[config.mk]
export PLATFORM = sky130hd
export DESIGN_NAME = round_sequencer
export DESIGN_NICKNAME = d
export VERILOG_FILES = /design/src/rtl/round_seq_pkg.sv /design/src/rtl/round_sequencer_tick_gen.sv /design/src/rtl/round_sequencer.sv
export SDC_FILE = /design/constraint.sdc
export NUM_CORES = 1
export LEC_CHECK = 0
export BUFFER_PORTS_ARGS = -buffer_cell sky130_fd_sc_hd__buf_2
export CAP_MARGIN = 20
export CORE_ASPECT_RATIO = 1.4
export CORE_MARGIN = 3
export CORE_UTILIZATION = 50
export DETAILED_ROUTE_END_ITERATION = 6
export GPL_ROUTABILITY_DRIVEN = 1
export PLACE_DENSITY = 0.79
export REMOVE_ABC_BUFFERS = 1
export SLEW_MARGIN = 20
export SYNTH_ARGS = -nofsm -noshare
export SYNTH_HDL_FRONTEND = slang
export SYNTH_SLANG_ARGS = --single-unit
[constraint.sdc]
create_clock -name clk -period 3.45 [get_ports clk]
set_input_delay 0.5175 -clock clk [delete_from_list [all_inputs] [get_ports clk]]
set_output_delay 0.5175 -clock clk [all_outputs]
set_load 0.01 [all_outputs]
[src/rtl/round_seq_pkg.sv]
// Shared types and colour helpers for the Simon Says round sequencer.
package round_seq_pkg;

  typedef enum logic [2:0] {
    IDLE         = 3'd0,
    SHOW_ON      = 3'd1,
    SHOW_OFF     = 3'd2,
    WAIT_PRESS   = 3'd3,
    WAIT_RELEASE = 3'd4,
    ROUND_OK     = 3'd5,
    WIN          = 3'd6,
    LOSE         = 3'd7
  } state_t;

  // Colour code to button pattern; codes 4..7 have no button, so no press can match them.
  function automatic logic [3:0] code2onehot(input logic [2:0] code);
    logic [3:0] oh;
    oh = 4'b0000;
    case (code)
      3'd0:    oh = 4'b0001;
      3'd1:    oh = 4'b0010;
      3'd2:    oh = 4'b0100;
      3'd3:    oh = 4'b1000;
      default: oh = 4'b0000;
    endcase
    return oh;
  endfunction

  // True when exactly one button is down.
  function automatic logic is_onehot(input logic [3:0] v);
    return (v != 4'b0000) && ((v & (v - 4'd1)) == 4'b0000);
  endfunction

endpackage

[src/rtl/round_sequencer_tick_gen.sv]
// Free-running prescaler: one-clk tick every CLK_DIV clks, phase fixed only by reset.
module tick_gen #(
  parameter int CLK_DIV = 1000000
) (
  input  logic clk,
  input  logic reset,
  output logic tick
);

  localparam int            CW   = (CLK_DIV > 1) ? $clog2(CLK_DIV) : 1;
  localparam logic [CW-1:0] LAST = CW'(CLK_DIV - 1);

  logic [CW-1:0] cnt;

  // Wrap counter; never cleared by the game FSM so tick spacing stays uniform.
  always_ff @(posedge clk or negedge reset) begin
    if (!reset)           cnt <= '0;
    else if (cnt == LAST) cnt <= '0;
    else                  cnt <= cnt + CW'(1);
  end

  assign tick = (cnt == LAST);

endmodule

[src/rtl/round_sequencer.sv]
// Simon Says round sequencer: plays back the colour sequence, checks presses, grows the round.
module round_sequencer
  import round_seq_pkg::*;
#(
  parameter int N_SEG     = 32,
  parameter int CLK_DIV   = 1000000,
  parameter int TICKS_ON  = 10,
  parameter int TICKS_OFF = 5,
  parameter int TIMEOUT   = 100
) (
  input  logic                         clk,
  input  logic                         reset,
  input  logic                         start,
  input  logic [N_SEG-1:0][2:0]        segment,
  input  logic [3:0]                   player_input,
  output logic [$clog2(N_SEG)-1:0]     check_round,
  output logic                         flash_en,
  output logic                         accept_input,
  output logic [$clog2(N_SEG+1)-1:0]   round_num,
  output logic                         win,
  output logic                         lose
);

  localparam int IW    = $clog2(N_SEG);
  localparam int RW    = $clog2(N_SEG + 1);
  localparam int T_A   = (TICKS_ON > 2 * TICKS_OFF) ? TICKS_ON : 2 * TICKS_OFF;
  localparam int T_MAX = (T_A > TIMEOUT) ? T_A : TIMEOUT;
  localparam int TW    = $clog2(T_MAX + 1);

  localparam logic [TW-1:0] ON_LAST  = TW'(TICKS_ON - 1);
  localparam logic [TW-1:0] OFF_LAST = TW'(TICKS_OFF - 1);
  localparam logic [TW-1:0] GAP_LAST = TW'(2 * TICKS_OFF - 1);
  localparam logic [TW-1:0] TO_LAST  = TW'(TIMEOUT - 1);
  localparam logic [RW-1:0] LEN_MAX  = RW'(N_SEG);

  state_t        state;
  logic [TW-1:0] tcnt;
  logic [IW-1:0] idx;
  logic [RW-1:0] round_len;
  logic [RW-1:0] idx_next;
  logic [3:0]    want;
  logic          tick;

  tick_gen #(.CLK_DIV(CLK_DIV)) u_tick (
    .clk   (clk),
    .reset (reset),
    .tick  (tick)
  );

  // idx+1 in round_len width so the end-of-round compare never truncates.
  assign idx_next = RW'(idx) + RW'(1);
  assign want     = code2onehot(segment[idx]);

  // Game FSM with tick counter; every transition also clears tcnt for the next state.
  always_ff @(posedge clk or negedge reset) begin
    if (!reset) begin
      state     <= IDLE;
      tcnt      <= '0;
      idx       <= '0;
      round_len <= '0;
    end else begin
      case (state)
        IDLE, WIN, LOSE: begin
          if (start) begin
            state     <= SHOW_ON;
            tcnt      <= '0;
            idx       <= '0;
            round_len <= RW'(1);
          end
        end
        SHOW_ON: begin
          if (tick) begin
            if (tcnt == ON_LAST) begin
              state <= SHOW_OFF;
              tcnt  <= '0;
            end else begin
              tcnt <= tcnt + TW'(1);
            end
          end
        end
        SHOW_OFF: begin
          if (tick) begin
            if (tcnt == OFF_LAST) begin
              tcnt <= '0;
              if (idx_next == round_len) begin
                idx   <= '0;
                state <= WAIT_PRESS;
              end else begin
                idx   <= idx + IW'(1);
                state <= SHOW_ON;
              end
            end else begin
              tcnt <= tcnt + TW'(1);
            end
          end
        end
        WAIT_PRESS: begin
          // A press outranks a timeout tick landing on the same clk.
          if (player_input != 4'b0000) begin
            tcnt <= '0;
            if (is_onehot(player_input) && (player_input == want)) state <= WAIT_RELEASE;
            else                                                   state <= LOSE;
          end else if (tick) begin
            if (tcnt == TO_LAST) begin
              state <= LOSE;
              tcnt  <= '0;
            end else begin
              tcnt <= tcnt + TW'(1);
            end
          end
        end
        WAIT_RELEASE: begin
          if (player_input == 4'b0000) begin
            tcnt <= '0;
            if (idx_next < round_len) begin
              idx   <= idx + IW'(1);
              state <= WAIT_PRESS;
            end else if (round_len == LEN_MAX) begin
              state <= WIN;
            end else begin
              state <= ROUND_OK;
            end
          end
        end
        ROUND_OK: begin
          if (tick) begin
            if (tcnt == GAP_LAST) begin
              state     <= SHOW_ON;
              tcnt      <= '0;
              idx       <= '0;
              round_len <= round_len + RW'(1);
            end else begin
              tcnt <= tcnt + TW'(1);
            end
          end
        end
        default: begin
          state <= IDLE;
          tcnt  <= '0;
        end
      endcase
    end
  end

  assign flash_en     = (state == SHOW_ON);
  assign accept_input = (state == WAIT_PRESS) || (state == WAIT_RELEASE);
  assign win          = (state == WIN);
  assign lose         = (state == LOSE);
  assign check_round  = idx;
  assign round_num    = round_len;

endmodule

# ---- After elaboration in Yosys (flattened, before gate mapping)
# Cells that the tools add are included.
dict set report word_totals {
  regBits 41
  in_bits 103
  output_inout_bits 15
  wordCells 102
}
dict set report op_classes {
  addsub 6
  magnitude_cmp 2
  eq_ne 29
  n_mux 43
  bitwise 1
  reduce_logical 16
}
# op n
set op_table {}
lappend op_table {{7-bit two-way mux} 9}
lappend op_table {{5-bit two-way mux} 8}
lappend op_table {{3-bit two-way mux} 13}
lappend op_table {{7-bit case mux with 5 select lines} 1}
lappend op_table {{20-bit by 1-bit adder with 20-bit output (second input constant)} 1}
lappend op_table {{20-bit == test (second input constant)} 1}
lappend op_table {{20-bit two-way mux} 1}
lappend op_table {{5-bit case mux with 4 select lines} 1}
lappend op_table {{6-bit two-way mux} 3}
lappend op_table {{3-bit case mux with 6 select lines} 1}
lappend op_table {{4-bit case mux with 4 select lines} 1}
lappend op_table {{3-bit binary-select mux with 5-bit select} 1}
lappend op_table {{2-bit inequality test (second input constant)} 7}
lappend op_table {{3-bit by 2-bit == test with 1-bit output (second input constant)} 4}
lappend op_table {{3-bit == test (second input constant)} 4}
lappend op_table {{6-bit case mux with 2 select lines} 1}
lappend op_table {{10-bit AND reduction} 1}
lappend op_table {{4-bit zero test} 2}
lappend op_table {{8-bit AND reduction} 1}
lappend op_table {{4-bit nonzero test} 2}
lappend op_table {{7-bit by 1-bit adder with 7-bit output (second input constant)} 1}
lappend op_table {{7-bit by 3-bit == test with 1-bit output (second input constant)} 1}
lappend op_table {{7-bit by 4-bit == test with 1-bit output (second input constant)} 1}
lappend op_table {{7-bit == test (second input constant)} 1}
lappend op_table {{22 further kinds} 30}

# ---- Longest topological paths before layout
# Gate-level depths: netlist of run 1.
dict set report depth {
  ltp_word 9
  ltp_mapped 13
  mapped_depth_nobuf 11
}

# ---- Cells and area by module
# A second synthesis of run 1 with hierarchy kept.
dict set report hier_totals {
  cells_unflattened 376
  hier_area_um2 3553.4
}
# mod instances cells_per_inst area_per_inst_um2 seq_area_each_um2
set by_module_without_submodules {}
lappend by_module_without_submodules {round_sequencer 1 277 2497.4 525.5}
lappend by_module_without_submodules {tick_gen 1 99 1056.0 500.5}

# ---- Worst setup path before layout of run 1
# Ideal clock, no wire load.
dict set report synth_path {
  kind {flip-flop to flip-flop}
  from {register idx[1], in the netlist check_round[1]}
  to {register idx[0], in the netlist check_round[0]}
  setup_time_ns 0.076
  t_arrival_ns 3.016
  required_ns 3.374
  path_slack_ns 0.358
  stages_incl_launch_ff 13
  path_buffers 3
  synth_period_minus_slack_ns 3.092
  path_cell_list {dfrtp_1 buf_6 buf_6 buf_2 nand3_1 xnor2_1 ha_1 a2111oi_0 o2bb2ai_1 o31ai_1 a2111o_1 or2_1 o21ai_1}
}
dict set report synth_between {
  elab_chain_cells 6
  elab_cells_between_ends 9
  classes_between {add/sub (1); order compare (1); eq/ne (2); mux (4); reduce/logical (1)}
}
# item line
set synth_rtl {}
lappend synth_rtl {{start, declared} round_sequencer.sv:38} ;# logic [IW-1:0] idx;
lappend synth_rtl {{start signal, assigned} round_sequencer.sv:89} ;# idx <= idx + IW'(1);
lappend synth_rtl {{start signal, assigned} round_sequencer.sv:116} ;# idx <= idx + IW'(1);
lappend synth_rtl {{5-bit by 1-bit adder with 6-bit output *} round_sequencer.sv:51} ;# assign idx_next = RW'(idx) + RW'(1);
lappend synth_rtl {{branches (longest 5 deep; another with 6-bit less-than comparator)} -}
# Every way passes the cells marked *. The select of a mux whose other input is x is not followed.
# A chain may end at the register's enable or synchronous reset.

# ---- Worst setup path in the final report of run 1
dict set report layout_path {
  from {register idx[0], in the netlist check_round[0]}
  to {register idx[0], in the netlist check_round[0]}
}
dict set report layout_between {
  elab_chain_cells 6
  elab_cells_between_ends 12
  classes_between {add/sub (2); order compare (1); eq/ne (2); mux (6); reduce/logical (1)}
}
# item
set layout_rtl {}
lappend layout_rtl {{branches (longest 6 deep; another with 5-bit by 1-bit adder with 6-bit output)}}
# Several ways; the timed one is not identified. The select of a mux whose other input is x is not followed.

==> impl_summary.log, run 1 <==
[metrics] status: finished clean
[metrics] Cell Rows: 35
[metrics] standard cell core area: 6660 sq um
[metrics] largest vdd supply drop: 0.000374 V
[metrics] post-synthesis register bit count: 41
[metrics] TritonCTS clock tree: done
[metrics] CTS clk-pin slew, worst paths: 0.09 ns
[metrics] final worst-path setup slack: 0.290 ns
[metrics] register area share after synthesis: 29.4%
[metrics] initial core utilization: 52.4%
[metrics] number of top-level pins: 118
[metrics] Yosys top cell area share: 29.4%
[metrics] slew at the pin closest to its max-slew limit: 0.916 ns
[metrics] critical path launch point type: flop
[metrics] Critical path buffers and inverters: 0
[metrics] number of buffers added by the clock tree synthesis step: 5
[metrics] register-to-register path setup slack: 0.29 ns
[metrics] gr usage total: 23.9%
[metrics] share of final-layout standard cells stronger than drive strength 1: 31.0%
[metrics] part of the total power dissipated in sequential elements: 30.1%
[metrics] sum of overflow across all layers after global routing: 0
[metrics] height of the die: 105 microns
[metrics] arrival time worst endpoint: 3.39 ns
[metrics] type of destination of the critical path: flop
[metrics] Clock Path Buffers: 2
[metrics] skew final: 0.0148 ns
[metrics] number of setup violations in the final report: 0
[metrics] utilization after layout: 63.3%
[metrics] number of maximum-capacitance constraint violations: 0
[metrics] switching share of power: 44.0%
[metrics] top post-synthesis cells by area: sky130_fd_sc_hd__dfrtp_1, sky130_fd_sc_hd__mux4_2, sky130_fd_sc_hd__mux2i_1
[metrics] Max FO, Critical Path: 14
[metrics] leading area contributor after synthesis: sky130_fd_sc_hd__dfrtp_1
[metrics] Fin. Hold Viols: 0
[metrics] Worst Path Class, Setup: flop to flop
[metrics] post-synth cell types: 64
[metrics] power consumption: 0.00242 W
[metrics] setup repair after global routing missed its margin: no
[metrics] power share of the combinational group: 56.1%
[metrics] startpoint of the worst register-to-register path: check_round[0]$_DFFE_PN0P_
[metrics] worst r2r dst: check_round[0]$_DFFE_PN0P_
[metrics] FF-to-FF path depth: 10
[metrics] WL/cell: 16.7 microns
[metrics] highest metal layer with signal wires: met4
[metrics] worst path cell trace: ha_1 -> nand3_1 -> xnor2_1 -> ha_1 -> a2111oi_0 -> o2bb2ai_1 -> o31ai_1 -> a2111o_1 -> or2_1 -> o21ai_1
[metrics] number of pins with negative max-slew slack in the final report: 0
[metrics] total number of yosys warnings: 0
[metrics] data required time at the worst endpoint: 3.68 ns
[metrics] maximum frequency from static timing analysis: 0.317 GHz
[metrics] horizontal die dimension: 76.6 microns
[metrics] commonest non-fill, non-tap cell in the layout: sky130_fd_sc_hd__buf_2
[metrics] number of antenna violations at the first check in global routing: 0
[metrics] H-tree levels: 2
[metrics] # DRC: 0
[metrics] EDFF count, synth: 0
[metrics] via count of the first global-routing pass: 3314
[metrics] Top Family by Delay on Critical Path: compound AO/OA/AOI/OAI gates
[metrics] master cell of the clock root buffer: sky130_fd_sc_hd__clkbuf_8
[metrics] maximum cell stage delay along the critical path: 0.59 ns
[metrics] switching power: 0.00106 W
[metrics] wire length of the first global-routing pass: 15.7 mm
[metrics] number of antenna repair diodes: 0
[metrics] slew margin rel.: 38.9%
[metrics] Synth-to-Final Area Change: 20.8%
[metrics] Post-Syn Area per Cell: 9.20 sq um
[metrics] Die Outline Area: 8030 sq um
[metrics] total area of sequential cells: 1030 sq um
[metrics] predominant post-synthesis flop cell: sky130_fd_sc_hd__dfrtp_1
[metrics] Routability Congestion: 0.914
[metrics] via count normalized by instance count: 5.89
[metrics] Post-Syn Area: 3490 sq um
[metrics] Top cell by count, worst path: sky130_fd_sc_hd__ha_1
[metrics] # clock sinks: 41
[metrics] count of buffers from port buffering: 117
[metrics] number of fill cells in the layout: 573
[metrics] length of routed wiring on met1: 3.81 mm
[metrics] power share of the clock group: 13.7%
[metrics] number of standard cells after synthesis: 379
[metrics] total power per unit cell area: 573 nW/um^2
[metrics] most frequent cells in the layout: sky130_fd_sc_hd__buf_2, sky130_fd_sc_hd__dfrtp_1, sky130_fd_sc_hd__nor2_1, sky130_fd_sc_hd__nand2_1
[metrics] LEAKAGE: 1.85 nW
[metrics] footprint of the multi-input gates: 2330 sq um
[metrics] Cell Area, Placed: 4120 sq um
[metrics] Routed WL: 9.74 mm
[metrics] DRT antenna net count: 0
[metrics] DRC marker count from the first detailed-route iteration: 135
[metrics] routed length on met2: 5.04 mm
[metrics] HPWL after detailed placement: 7.77 mm
[metrics] Vias: 3430
[metrics] Slowest-stage cell, CP: sky130_fd_sc_hd__dfrtp_1
[metrics] number of search-and-repair iterations in the first detailed-routing pass: 4
[metrics] crit path time final: 3.16 ns
[metrics] sum of met3 wire segment lengths after detailed routing: 622 microns
[metrics] pin count of the biggest net entering global routing: 42
[metrics] post-layout net count: 605
[metrics] worst skew pair latency: 0.30 ns
[metrics] part of the cycle the worst path needs: 91.6%
[metrics] cts-stage hold buffer count: 0
[metrics] post-synthesis async set-or-reset flop share: 100%
[metrics] post-route design area: 4210 sq um
[metrics] dpl ws: 0.295 ns
[metrics] worst min path class: input pin to async pin
[metrics] internal power contribution: 0.00135 W
-- cell families (layout without fill, tap and decap cells) --
logic type	Yosys count	in the layout	share of synthesized area (%)
DFF	41	41	29.4
and+or+nand+nor	162	162	24.9
muxes	37	37	16.7
buffers and inverters	29	140	3.87
AOI/OAI and AO/OA	78	78	15.6
adders and majority gates	13	13	4.66
xor gates and xnor gates	19	19	4.77
-- per-layer routing --
metal	vias up	GRT usage [%]
li1	1633	-
met1	1608	27.0
met2	163	44.5
met3	26	4.74
met4	0	7.90
met5	-	0
-- repair_timing --
action / 4_1_cts / 5_1_grt
gates resized for setup: 0 / 1
setup buffers: 0 / 0
endpoints found under the setup margin: 0 / 1
-- worst register-to-register path: cells and delay by family, from the launching register on --
| family | cells | cell delay [ns] |
|---|---|---|
| AND/OR/NAND/NOR | 2 | 0.40 |
| XOR/XNOR | 1 | 0.18 |
| flip-flops | 1 | 0.59 |
| AO/OA/AOI/OAI | 5 | 1.41 |
| adder cells (fa/ha/maj) | 2 | 0.52 |
-- flip-flops by register name (all words and copies together), names as in the netlist --
signal       count
round_num        6
tcnt             7
check_round      5
u_tick.cnt      20
state            3
-- power by group through the flow --
stage          registers, W  logic (W)  clock network (W)
2_1_floorplan      0.000776   0.000905                  0
3_3_place_gp       0.000727    0.00131                  0
3_5_place_dp       0.000733    0.00135                  0
4_1_cts            0.000724    0.00135           0.000341
5_1_grt            0.000751    0.00150           0.000359
6_report           0.000728    0.00136           0.000332
-- metrics by stage --
step	std cells	hold WS, ns	setup TNS [ns]
after floorplan	362	0.222	-0.757
after global placement	574	0.468	0
after detailed placement	574	0.489	0
after CTS	582	0.376	0
after global routing	582	0.387	0
final	582	0.346	0
-- final cells by class --
type | instances | share of cell area [%]
Multi-Input combinational cell | 309 | 55.2
Sequential cell | 41 | 24.4
Timing Repair Buffer | 120 | 14.4
Tap cell | 92 | 2.73
Clock buffer | 8 | 2.14
Inverter | 12 | 1.07
-- cells in the mapped netlist, drive strengths merged, types with 2 or more instances --
cell / count
nand2b: 14
xor2: 11
mux2i: 20
dfrtp: 41
a311oi: 2
a21oi: 7
a22oi: 5
or4b: 2
nor2b: 9
buf: 7
clkbuf: 10
nor4b: 4
and2: 3
ha: 13
nor4: 2
nor4bb: 2
or2: 4
and3: 8
o21ai: 26
nor2: 38
a2111oi: 3
o32ai: 2
o21bai: 2
nand4b: 3
a211oi: 2
xnor2: 8
o211ai: 2
a2111o: 2
inv: 12
o31ai: 8
nand4: 5
nand3b: 3
and4: 2
a221oi: 3
a22o: 2
mux4: 17
o2111ai: 2
nand2: 36
or3: 2
nand3: 16
nor3: 5
-- how the worst max path moves through the flow --
stage | start | to | slack (ns) | depth (start not counted)
after floorplan | check_round[1]$_DFFE_PN0P_ | check_round[0]$_DFFE_PN0P_ | -0.24 | 10
after global placement | check_round[0]$_DFFE_PN0P_ | check_round[0]$_DFFE_PN0P_ | 0.48 | 10
after detailed placement | check_round[2]$_DFFE_PN0P_ | check_round[0]$_DFFE_PN0P_ | 0.29 | 9
after CTS | check_round[2]$_DFFE_PN0P_ | check_round[0]$_DFFE_PN0P_ | 0.27 | 9
after global routing | check_round[0]$_DFFE_PN0P_ | check_round[0]$_DFFE_PN0P_ | 0.006 | 10
final | check_round[0]$_DFFE_PN0P_ | check_round[0]$_DFFE_PN0P_ | 0.29 | 10
(Power assumes the default switching activity.)
==> run 2, diff against run 1 <==
clock period = 3.3 ns   (was 3.45 ns; I/O delays follow)
==> impl_summary.log, run 2 (synthesis gave the netlist of run 1 again) <==
[metrics] status: finished clean
[metrics] Reg with most FFs: u_tick.cnt
[metrics] # DRC: 0 (unchanged)
[metrics] Clock Path Buffers: 2 (unchanged)
[metrics] # clock sinks: 41 (unchanged)
[metrics] type of destination of the critical path: flop
[metrics] worst path cell trace: buf_4 -> nand3_1 -> xnor2_1 -> ha_1 -> a2111oi_1 -> o2bb2ai_1 -> o31ai_1 -> a2111o_1 -> or2_1 -> o21ai_1
[metrics] via count of the first global-routing pass: 3428 (+3.4%)
[metrics] power consumption: 0.00267 W (+10%)
[metrics] power share of the clock group: 18.1% (+4.4 points)
[metrics] via count normalized by instance count: 5.78 (-2.0%)
[metrics] post-layout net count: 608 (+0.50%)
[metrics] crit path time final: 2.91 ns (-0.246 ns)
[metrics] number of pins with negative max-slew slack in the final report: 0 (unchanged)
[metrics] setup repair after global routing missed its margin: no
[metrics] power share of the combinational group: 54.3% (-1.8 points)
[metrics] Fin. Hold Viols: 0 (unchanged)
[metrics] number of maximum-capacitance constraint violations: 0 (unchanged)
[metrics] Cell Area, Placed: 4140 sq um (+0.55%)
[metrics] dpl ws: 0.401 ns (+0.106 ns)
[metrics] skew final: 0.00971 ns (-0.00514 ns)
[metrics] part of the cycle the worst path needs: 88.3% (-3.3 points)
[metrics] total power per unit cell area: 623 nW/um^2 (+8.6%)
[metrics] Post-CTS Setup Bufs: 0 (unchanged)
[metrics] number of top-level pins: 118 (unchanged)
[metrics] Routed WL: 9.58 mm (-1.6%)
[metrics] height of the die: 105 microns (unchanged)
[metrics] DRC marker count from the first detailed-route iteration: 132 (-2.2%)
[metrics] TritonCTS clock tree: done
[metrics] LEAKAGE: 1.89 nW (+2.2%)
[metrics] master cell of the clock root buffer: sky130_fd_sc_hd__clkbuf_8
[metrics] WL/cell: 16.4 microns (-2.1%)
[metrics] maximum cell stage delay along the critical path: 0.56 ns (-0.03 ns)
[metrics] Routability Congestion: 0.961 (+5.2%)
[metrics] Top Family by Delay on Critical Path: compound AO/OA/AOI/OAI gates
[metrics] number of antenna repair diodes: 0 (unchanged)
[metrics] commonest non-fill, non-tap cell in the layout: sky130_fd_sc_hd__buf_2
[metrics] CTS clk-pin slew, worst paths: 0.08 ns (about the same)
[metrics] Critical path buffers and inverters: 1 (+1)
[metrics] worst skew pair latency: 0.30 ns (about the same)
[metrics] switching share of power: 41.6% (-2.4 points)
[metrics] internal power contribution: 0.00156 W (+15%)
[metrics] pin count of the biggest net entering global routing: 42 (unchanged)
[metrics] switching power: 0.00111 W (+4.3%)
[metrics] largest vdd supply drop: 0.000416 V (+11%)
[metrics] worst min path class: input pin to async pin
[metrics] slew at the pin closest to its max-slew limit: 0.883 ns (-0.0335 ns)
[metrics] share of final-layout standard cells stronger than drive strength 1: 31.6% (+0.62 points)
[metrics] standard cell core area: 6660 sq um (unchanged)
[metrics] slew margin rel.: 41.1% (+2.2 points)
[metrics] sum of overflow across all layers after global routing: 0 (unchanged)
[metrics] maximum frequency from static timing analysis: 0.343 GHz (+8.4%)
[metrics] number of search-and-repair iterations in the first detailed-routing pass: 4 (unchanged)
[metrics] Synth-to-Final Area Change: 22.7%
[metrics] Worst Path Class, Setup: flop to flop
[metrics] Die Outline Area: 8030 sq um (unchanged)
[metrics] H-tree levels: 2 (unchanged)
[metrics] count of buffers from port buffering: 117 (unchanged)
[metrics] wire length of the first global-routing pass: 15.8 mm (+0.71%)
[metrics] arrival time worst endpoint: 3.15 ns (-0.24 ns)
[metrics] number of antenna violations at the first check in global routing: 0 (unchanged)
[metrics] Max FO, Critical Path: 10 (-4)
[metrics] Fin Hold WS: 0.301 ns (-0.0446 ns)
[metrics] final worst-path setup slack: 0.387 ns (+0.0961 ns)
[metrics] part of the total power dissipated in sequential elements: 27.6% (-2.5 points)
[metrics] Cell Rows: 35 (unchanged)
[metrics] data required time at the worst endpoint: 3.53 ns (-0.15 ns)
[metrics] critical path launch point type: flop
[metrics] number of buffers added by the clock tree synthesis step: 5 (unchanged)
[metrics] initial core utilization: 52.4% (unchanged)
[metrics] number of setup violations in the final report: 0 (unchanged)
[metrics] flip-flop count of the largest register, all copies and words added: 20 (unchanged)
[metrics] Slowest-stage cell, CP: sky130_fd_sc_hd__a2111o_1
[metrics] Vias: 3379 (-1.5%)
[metrics] most frequent cells in the layout: sky130_fd_sc_hd__buf_2, sky130_fd_sc_hd__dfrtp_1, sky130_fd_sc_hd__nor2_1, sky130_fd_sc_hd__nand2_1
[metrics] utilization after layout: 64.3% (+1.0 points)
[metrics] HPWL after detailed placement: 7.74 mm (-0.37%)
[metrics] gr usage total: 24.2% (+0.25 points)
[metrics] horizontal die dimension: 76.6 microns (unchanged)
[metrics] DRT antenna net count: 0 (unchanged)
[metrics] post-route design area: 4280 sq um (+1.6%)
## run 2: cell types whose count changed in the layout (fill, tap and decap cells not counted), sizes merged
cell | previous run | this run
buf | 120 | 123
clkbuf | 8 | 5
bufinv | 0 | 2
clkinv | 0 | 1
## run 2: per-layer routing
| metal | vias to the layer above | GRT usage (%) | wire [microns] |
|---|---|---|---|
| met5 | - | 0 | 0 |
| met4 | 0 | 7.77 | 263 |
| met3 | 19 | 5.17 | 583 |
| met2 | 118 | 44.8 | 5020 |
| met1 | 1598 | 27.3 | 3720 |
| li1 | 1644 | - | - |
## run 2: area by class of cell
| cell class | instances | area, sq um |
|---|---|---|
| fill | 580 | 2380 |
| multi-input combinational | 309 | 2330 |
| sequential | 41 | 1030 |
| timing repair buffer | 123 | 631 |
| tap | 92 | 115 |
| clock buffer | 5 | 68.8 |
| clock inverter | 3 | 65.1 |
| inverter | 12 | 45.0 |
## run 2: path summary, 6_finish.rpt
path / startpoint / depth (start not counted) / endpoint / slack [ns]
max in group asynchronous: reset / 1 / check_round[1]$_DFFE_PN0P_ / 2.38
setup reg to reg: check_round[2]$_DFFE_PN0P_ / 10 / check_round[2]$_DFFE_PN0P_ / 0.39
min in group clk: u_tick.cnt[0]$_DFF_PN0_ / 1 / u_tick.cnt[0]$_DFF_PN0_ / 0.49
hold / removal: reset / 1 / state[1]$_DFFE_PN0P_ / 0.30
hold reg to reg: u_tick.cnt[0]$_DFF_PN0_ / 1 / u_tick.cnt[0]$_DFF_PN0_ / 0.49
setup / recovery: check_round[2]$_DFFE_PN0P_ / 10 / check_round[2]$_DFFE_PN0P_ / 0.39
## run 2: what timing repair did
| action | in CTS | in global routing |
|---|---|---|
| hold buffers | 0 | 0 |
| endpoints found under the setup margin | 0 | 1 |
| gates resized for setup | 0 | 1 |
## run 2: power groups by stage
stage | clock (W) | sequential, W | combinational, W
after detailed placement | 0 | 0.000744 | 0.00144
final | 0.000482 | 0.000736 | 0.00145
after global placement | 0 | 0.000742 | 0.00141
after CTS | 0.000489 | 0.000734 | 0.00145
after floorplan | 0 | 0.000811 | 0.000946
after global routing | 0.000513 | 0.000760 | 0.00161
## run 2: metrics by stage
step	instances	setup TNS, ns
3_3_place_gp	577	0
3_5_place_dp	577	0
2_1_floorplan	362	-1.66
4_1_cts	585	0
5_1_grt	585	0
6_report	585	0
